--- src/rtl/trs80_cas_pkg.sv ---
// trs80_cas_pkg: shared state encoding and default timing constants for cassette playback
package trs80_cas_pkg;
  typedef enum logic [2:0] {IDLE, FETCH, PLAY, STALL, DONE} cas_state_t;
  localparam int CAS_BIT_TICKS   = 3548;
  localparam int CAS_PULSE_TICKS = 128;
  localparam int CAS_DATA_OFS    = 1774;
endpackage

--- src/rtl/cas_cell_timer.sv ---
// cas_cell_timer: bit-cell tick counter; windows reflect the count after the current cycle
module cas_cell_timer #(
  parameter int BIT_TICKS   = trs80_cas_pkg::CAS_BIT_TICKS,
  parameter int PULSE_TICKS = trs80_cas_pkg::CAS_PULSE_TICKS,
  parameter int DATA_OFS    = trs80_cas_pkg::CAS_DATA_OFS
) (
  input  logic clk_sys,
  input  logic reset_n,
  input  logic ce,
  input  logic run,
  input  logic clear,
  output logic clk_win,
  output logic data_win,
  output logic cell_end
);
  localparam logic [11:0] LAST = 12'(BIT_TICKS - 1);
  localparam logic [11:0] PW   = 12'(PULSE_TICKS);
  localparam logic [11:0] D0   = 12'(DATA_OFS);
  localparam logic [11:0] D1   = 12'(DATA_OFS + PULSE_TICKS);
  logic [11:0] cnt, cnt_n;
  assign cell_end = ce && run && cnt == LAST;
  assign cnt_n    = clear ? '0 : (ce && run) ? (cell_end ? '0 : cnt + 12'd1) : cnt;
  // windows use the next count so the registered cas_in lines up with the tick
  assign clk_win  = cnt_n < PW;
  assign data_win = cnt_n >= D0 && cnt_n < D1;
  always_ff @(posedge clk_sys or negedge reset_n)
    if (!reset_n) cnt <= '0;
    else cnt <= cnt_n;
endmodule

--- src/rtl/cas_player.sv ---
// cas_player: plays a .CAS image from cassette RAM as Level II 500-baud pulses
// with a one-byte prefetch so consecutive bytes stream without gaps
module cas_player
  import trs80_cas_pkg::*;
#(
  parameter int BIT_TICKS   = CAS_BIT_TICKS,
  parameter int PULSE_TICKS = CAS_PULSE_TICKS,
  parameter int DATA_OFS    = CAS_DATA_OFS
) (
  input  logic        clk_sys,
  input  logic        reset_n,
  input  logic        ce,
  input  logic        motor,
  input  logic        cas_loaded,
  input  logic [15:0] cas_len,
  output logic        rd_req,
  output logic [15:0] rd_addr,
  input  logic        rd_ack,
  input  logic [7:0]  rd_data,
  output logic        cas_in,
  output logic        busy,
  output logic        done,
  output logic        underrun
);
  cas_state_t state;
  logic [7:0] sh, pbuf;
  logic [2:0] bidx;
  logic [15:0] cur;
  logic pfull, loaded_q, clk_win, data_win, cell_end, rise, fall, ack, more;
  assign rise     = cas_loaded & ~loaded_q;
  assign fall     = ~cas_loaded & loaded_q;
  assign ack      = rd_req & rd_ack;
  assign more     = {1'b0, cur} + 17'd1 < {1'b0, cas_len};
  assign busy     = state == FETCH || state == PLAY || state == STALL;
  assign done     = state == DONE;
  cas_cell_timer #(.BIT_TICKS(BIT_TICKS), .PULSE_TICKS(PULSE_TICKS), .DATA_OFS(DATA_OFS)) u_timer (
    .clk_sys(clk_sys), .reset_n(reset_n), .ce(ce),
    .run(motor && state == PLAY), .clear(state != PLAY),
    .clk_win(clk_win), .data_win(data_win), .cell_end(cell_end)
  );
  always_ff @(posedge clk_sys or negedge reset_n)
    if (!reset_n) begin
      state    <= IDLE;
      sh       <= '0;
      pbuf     <= '0;
      bidx     <= '0;
      cur      <= '0;
      pfull    <= 1'b0;
      loaded_q <= 1'b0;
      rd_req   <= 1'b0;
      rd_addr  <= '0;
      cas_in   <= 1'b0;
      underrun <= 1'b0;
    end else begin
      loaded_q <= cas_loaded;
      cas_in   <= 1'b0;
      if (rise || fall) begin
        state  <= IDLE;
        rd_req <= 1'b0;
        pfull  <= 1'b0;
        if (rise) begin
          cur      <= '0;
          rd_addr  <= '0;
          underrun <= 1'b0;
        end
      end else case (state)
        IDLE:
          if (cas_len == 16'd0) state <= DONE;
          else if (cas_loaded && motor) begin
            state   <= FETCH;
            cur     <= '0;
            rd_addr <= '0;
            rd_req  <= 1'b1;
          end
        FETCH, STALL:
          if (ack) begin
            sh     <= rd_data;
            bidx   <= 3'd7;
            rd_req <= 1'b0;
            state  <= PLAY;
            cas_in <= motor;
            if (state == STALL) cur <= cur + 16'd1;
          end
        PLAY: begin
          cas_in <= motor && (clk_win || (data_win && sh[7]));
          if (ack && !(cell_end && bidx == 3'd0)) begin
            pbuf   <= rd_data;
            pfull  <= 1'b1;
            rd_req <= 1'b0;
          end else if (bidx == 3'd7 && !rd_req && !pfull && more) begin
            rd_req  <= 1'b1;
            rd_addr <= cur + 16'd1;
          end
          if (cell_end) begin
            if (bidx != 3'd0) begin
              sh   <= {sh[6:0], 1'b0};
              bidx <= bidx - 3'd1;
            end else if (pfull) begin
              sh    <= pbuf;
              pfull <= 1'b0;
              bidx  <= 3'd7;
              cur   <= cur + 16'd1;
            end else if (ack) begin
              sh     <= rd_data;
              rd_req <= 1'b0;
              bidx   <= 3'd7;
              cur    <= cur + 16'd1;
            end else begin
              cas_in   <= 1'b0;
              state    <= rd_req ? STALL : DONE;
              underrun <= underrun | rd_req;
            end
          end
        end
        default: ;
      endcase
    end
endmodule

--- config.mk ---
export PLATFORM = sky130hd
export DESIGN_NAME = cas_player
export DESIGN_NICKNAME = d
export VERILOG_FILES = /design/src/rtl/trs80_cas_pkg.sv /design/src/rtl/cas_cell_timer.sv /design/src/rtl/cas_player.sv
export SDC_FILE = /design/constraint.sdc
export NUM_CORES = 1
export LEC_CHECK = 0
export BUFFER_PORTS_ARGS = -buffer_cell sky130_fd_sc_hd__buf_2
export CAP_MARGIN = 30
export CORE_MARGIN = 2
export CORE_UTILIZATION = 53
export DETAILED_ROUTE_END_ITERATION = 16
export HOLD_SLACK_MARGIN = 0.08
export PLACE_DENSITY = 0.86
export SYNTH_ARGS = -nofsm -noshare
export SYNTH_HDL_FRONTEND = slang
export SYNTH_SLANG_ARGS = --single-unit
--- constraint.sdc ---
create_clock -name clk_sys -period 3.3 [get_ports clk_sys]
set_input_delay 0.165 -clock clk_sys [delete_from_list [all_inputs] [get_ports clk_sys]]
set_output_delay 0.165 -clock clk_sys [all_outputs]
set_load 0.01 [all_outputs]
**Yosys cells after proc, flatten, opt, wreduce, memory -nomap -nowiden**

Index checks and enable logic that the tools add are counted.
Widths: inputs -> output; s select.

- Input port bits: 30
- Output and inout bits: 21
- Logic and storage cells: 156
- Register bits after elaboration: 71

- Reductions and logical operators: 36
- Eq/ne operators: 24
- Multiplexer cells: 69
- Add/sub/neg operators: 4
- Bitwise operators: 7
- Order comparisons: 4

Operators by type and width:

| kind | count |
|---|---|
| $mux 16 | 13 |
| $pmux 16 s3 | 1 |
| $mux 3 | 13 |
| $mux 12 | 3 |
| $mux 8 | 4 |
| $pmux 16 s2 | 1 |
| $mux 1 | 29 |
| $ne 3x3->1 const B | 6 |
| $add 16x1->17 const B | 1 |
| $lt 17x16->1 | 1 |
| $add 16x1->16 const B | 1 |
| $logic_not 16->1 | 1 |
| $pmux 8 s2 | 1 |
| $add 12x1->12 const B | 1 |
| $eq 12x12->1 const B | 1 |
| $ge 12x11->1 const B | 1 |
| $logic_and 1x1->1 | 12 |
| $lt 12x11->1 const B | 1 |
| $lt 12x8->1 const B | 1 |
| $ne 3x2->1 const B | 4 |
| $reduce_and 6->1 | 2 |
| $pmux 3 s3 | 1 |
| $reduce_and 9->1 | 1 |
| $reduce_and 7->1 | 1 |
| 24 further kinds | 43 |

**Logic depth before layout (Yosys ltp)**

- Word-level depth: 18
- Depth in mapped cells: 15

**Modules after synthesis**

A second synthesis with hierarchy kept.

- Cell total of the unflattened synthesis: 483
- Area total of the unflattened synthesis: 4,420.5 um^2

By module, submodules not included:

| module | area an instance (um^2) | cells an instance | times used |
|---|---|---|---|
| cas_player | 3,559.7 | 387 | 1 |
| cas_cell_timer | 860.8 | 96 | 1 |

**Worst setup path before layout**

OpenSTA, ideal clock, no wires.

- Kind: reg-to-reg
- From: reg cur[1]
- To: reg rd_addr[10]
- Buffers on the path: 1
- Setup time: 0.141 ns
- Setup slack: -0.291 ns
- Stages on the path, launching flop included: 15
- Clock period less this slack: 3.591 ns
- Data arrival time: 3.450 ns
- Required time: 3.159 ns
- Path through: dfrtp_1 ha_1 and3_1 and3_1 and3_1 xnor2_1 inv_1 ha_1 a211oi_1 o21ai_0 a221o_1 a221oi_2 o211a_1 clkbuf_1 o22ai_1

- Word-level cells in the longest chain between the ends: 5
- Elaborated cells between the ends (all ways): 10

Ends and longest elaborated chain:

| element | line | text |
|---|---|---|
| from (decl) | cas_player.sv:28 | `logic [15:0] cur;` |
| from (signal assigned) | cas_player.sv:82 | `if (state == STALL) cur <= cur + 16'd1;` |
| from (signal assigned) | cas_player.sv:102 | `cur <= cur + 16'd1;` |
| from (signal assigned) | cas_player.sv:107 | `cur <= cur + 16'd1;` |
| $add 16x1->17 / $add 16x1->16 (equally long branches) | cas_player.sv:33, cas_player.sv:92 |  |
| $lt 17x16->1 / $mux 16 (equally long branches) | cas_player.sv:33, cas_player.sv:90 |  |
| $logic_and 1x1->1 / $mux 16 (equally long branches) | cas_player.sv:90, cas_player.sv:86 |  |
| $ne 3x1->1 (no source line) / $pmux 16 s2 (equally long branches) | n/a |  |
| $reduce_and 6->1 (no source line) / $mux 16 (equally long branches) | n/a |  |
| to (signal assigned) | cas_player.sv:92 | `rd_addr <= cur + 16'd1;` |
| to (decl) | cas_player.sv:17 | `output logic [15:0] rd_addr,` |

Several ways; a longest one is shown, not always the timed one. The select of a mux whose other input is x is not followed.
A chain may end at the register's enable or synchronous reset.

**Worst setup path in the final report**

- From: reg cur[3]
- To: reg rd_addr[14]

Same word-level chain as after synthesis.

==> reports/results.md <==
Outcome
- **status** finished, violations left
- **failing checks** setup timing

Timing
- **clock skew after layout** 0.0101 ns
- **max-slew headroom at the worst pin** 0.525
- **post-route worst setup slack** -0.0335 ns
- **number of pins exceeding their max-slew limit in the final report** 0
- **Setup violations, final** 11
- **slew at the pin with the worst max-slew slack** 0.707 ns
- **FMAX** 0.300 GHz
- **time the worst path needs with I/O delays and setup** 3.33 ns
- **Hold Violations, Final** 0
- **crit share post-route** 1.01
- **RSZ-0062 raised after global routing** yes

Clock network
- **clock tree from TritonCTS** yes
- **number of buffers added by the clock tree synthesis step** 9
- **number of sinks handled by clock tree synthesis** 71
- **number of H-tree levels** 3
- **clock slew at reported path FFs** 0.08 ns
- **Worst-Skew Late Latency** 0.36 ns
- **root buffer cell** clkbuf_8
- **largest buffer count on any clock path** 2

Place
- **number of I/O port buffers** 50
- **DP HPWL** 8060 microns
- **gp weighted congestion** 0.914
- **worst slack at placement** 0.00667 ns

Logic synthesis
- **share of flip-flops with an asynchronous set or reset after synthesis** 1.00
- **number of distinct standard cells referenced by the synthesized netlist** 61
- **number of standard cells after synthesis** 485
- **count of flip-flops with a built-in enable after synthesis** 0
- **count of state elements after synthesis** 71
- **Post-synth top flop** dfrtp_1
- **sequential area share after synthesis** 0.406
- **total nets after synthesis** 537
- **post-synthesis cell area** 4370 sq um
- **total of warnings raised by yosys** 0
- **average cell area after synthesis** 9.02 sq um

Worst setup path
- **Worst Setup End Kind** register
- **top fanout value on the critical path** 8
- **kind of launch point of the worst setup path** register
- **arrival time worst endpoint** 3.57 ns
- **Worst Setup Path Type** reg2reg
- **required time of the worst setup path** 3.54 ns
- **reg2reg setup slack** -0.03 ns

Layout
- **Layout fillers** 608
- **area added between synthesis and finish** 23.3%
- **final design utilization** 0.667
- **share of post-route cells with drive strength above 1** 0.239
- **# nets final** 616
- **Antenna Cells** 0

Floorplanning
- **Die W** 94.8 microns
- **Core Area** 8090 sq um
- **Row Count** 33
- **total die area** 9000 sq um
- **number of placed I/O pins** 51
- **effective utilization at floorplan** 0.541
- **height of the die** 94.8 microns

GRT
- **final global-route overflow total** 0
- **global-route wire length before repair** 19800 microns
- **via count of the first global-routing pass** 4092
- **largest net degree at the start of global routing** 50
- **total track usage** 0.283
- **initial antenna violation count** 0

Drt
- **via count** 4273
- **via/cell ratio** 6.34
- **Detailed Route Iter0 Violations** 338
- **number of nets with antenna violations after detailed routing** 0
- **remaining routing DRC violations** 0
- **per-cell routed wire length** 18.6 microns
- **detailed-router iteration count before antenna repair** 6
- **wire length reported by the detailed router** 12500 microns

Power
- **worst voltage drop across the vdd grid** 353 uV
- **P per Cell Area** 578 nW/um^2
- **cell leakage power** 2.55 nW
- **power after layout** 3.12 mW

Job
- **Max Cap Violations** 0

Worst hold path
- **classification of the worst-slack hold path** in2reg

metrics by stage:
stage / setup TNS [ns] / std cells / hold WS (ns) / area (sq um)
floorplan: 0 / 485 / -0.131 / 4420
global placement: 0 / 638 / 0.158 / 4850
detailed placement: 0 / 638 / 0.169 / 4850
CTS: 0 / 671 / 0.0830 / 5310
global route: -0.899 / 674 / 0.0923 / 5390
finish: -0.162 / 674 / 0.0986 / 5390
logic make-up after synthesis:
kind of cell,count (synthesis),share of synthesized area
xor gates and xnor gates,24,0.0481
AOI/OAI and AO/OA,129,0.199
muxes,10,0.0255
DFF,71,0.406
and+or+nand+nor,152,0.188
adders and majority gates,22,0.0629
buffers and inverters,77,0.0707
Yosys cell counts, drive strengths merged (4+ instances only):
cell,count,area (sq um)
nand2,27,101
a21oi,19,95.1
clkbuf,19,71.3
o21a,6,45.0
ha,22,275
nand3,18,90.1
nor2,35,131
o21ai,26,134
and2,7,43.8
dfrtp,71,1780
nand4,15,93.8
and3,12,75.1
xnor2,15,131
inv,53,199
a31oi,7,43.8
nor4,7,65.1
and4,4,35.0
xor2,9,78.8
nor3,10,60.1
o31ai,16,120
buf,5,38.8
mux2,9,101
o22ai,20,125
flip-flops by register name (all words and copies together) (netlist names), 3 cells and up:
name / flops
bidx: 3
sh: 8
cur: 16
pbuf: 8
state: 3
u_timer.cnt: 12
rd_addr: 16
routing by layer:
metal  wire, microns  vias to the layer above  GRT usage  share of wire
li1                -                     1914          -              -
met1            4850                     2065      0.344           0.39
met2            6220                      248      0.472           0.50
met3             968                       46     0.0583          0.077
met4             476                        0      0.151          0.038
met5               0                        -          0              0
placed cells by master, fill, tap and decap left out, types with 9 or more instances in the layout:
master / Yosys / routed
a21oi_1: 19 / 19
buf_2: 1 / 51
buf_4: 1 / 29
clkbuf_8: 0 / 9
dfrtp_1: 71 / 70
dlygate4sd3_1: 0 / 9
ha_1: 22 / 20
inv_1: 53 / 52
mux2_2: 9 / 9
nand2_1: 27 / 27
nand3_1: 18 / 16
nand4_1: 15 / 15
nor2_1: 35 / 33
o21ai_0: 20 / 17
o22ai_1: 20 / 20
o31ai_1: 16 / 16
xnor2_1: 15 / 13
repair_timing:
item	CTS	global route
endpoints found under the hold margin	31	0
gates resized for setup	5	17
endpoints found under the setup margin	8	17
pin swaps	6	5
buffers inserted	7	2
hold buffers	9	0
cloned	1	1
critical path, stage by stage, from the launching register on:
cell       delay (ns)
dfrtp_1          0.40
and3_4           0.20
and3_4           0.19
and3_4           0.19
and3_4           0.20
xnor2_4          0.18
inv_2            0.07
ha_4             0.22
a211oi_2         0.18
o21ai_1          0.12
a221o_1          0.37
a221oi_4         0.29
o211a_1          0.25
bufbuf_16        0.29
o22ai_1          0.08
power by group:
part           switching [mW]  internal, mW  total, mW
logic                   0.686         0.478       1.16
clock network           0.352         0.504      0.857
registers               0.109         0.988       1.10
total                    1.15          1.97       3.12
cell type report:
class / count / area [sq um] / share of cell area
multi-input cells: 337 / 2410 / 0.447
inverters: 53 / 199 / 0.0369
flip-flops and latches: 71 / 1780 / 0.330
clock buffers: 9 / 124 / 0.0230
repair buffers: 92 / 627 / 0.116
well taps: 105 / 131 / 0.0244
clock inverters: 7 / 121 / 0.0225
final timing paths:
| path | from | cells after the start | end |
|---|---|---|---|
| setup / recovery | cur[3]$_DFFE_PN0P_ | 14 | rd_addr[14]$_DFFE_PN0P_ |
| hold / removal | rd_data[2] | 2 | pbuf[2]$_DFFE_PN0P_ |
| setup reg to reg | cur[3]$_DFFE_PN0P_ | 14 | rd_addr[14]$_DFFE_PN0P_ |
| hold reg to reg | sh[1]$_DFFE_PN0P_ | 1 | sh[1]$_DFFE_PN0P_ |
| max in group asynchronous | reset_n | 3 | bidx[1]$_DFFE_PN0P_ |
| min in group asynchronous | reset_n | 2 | loaded_q$_DFF_PN0_ |
Power figures use the tool's default switching activity.
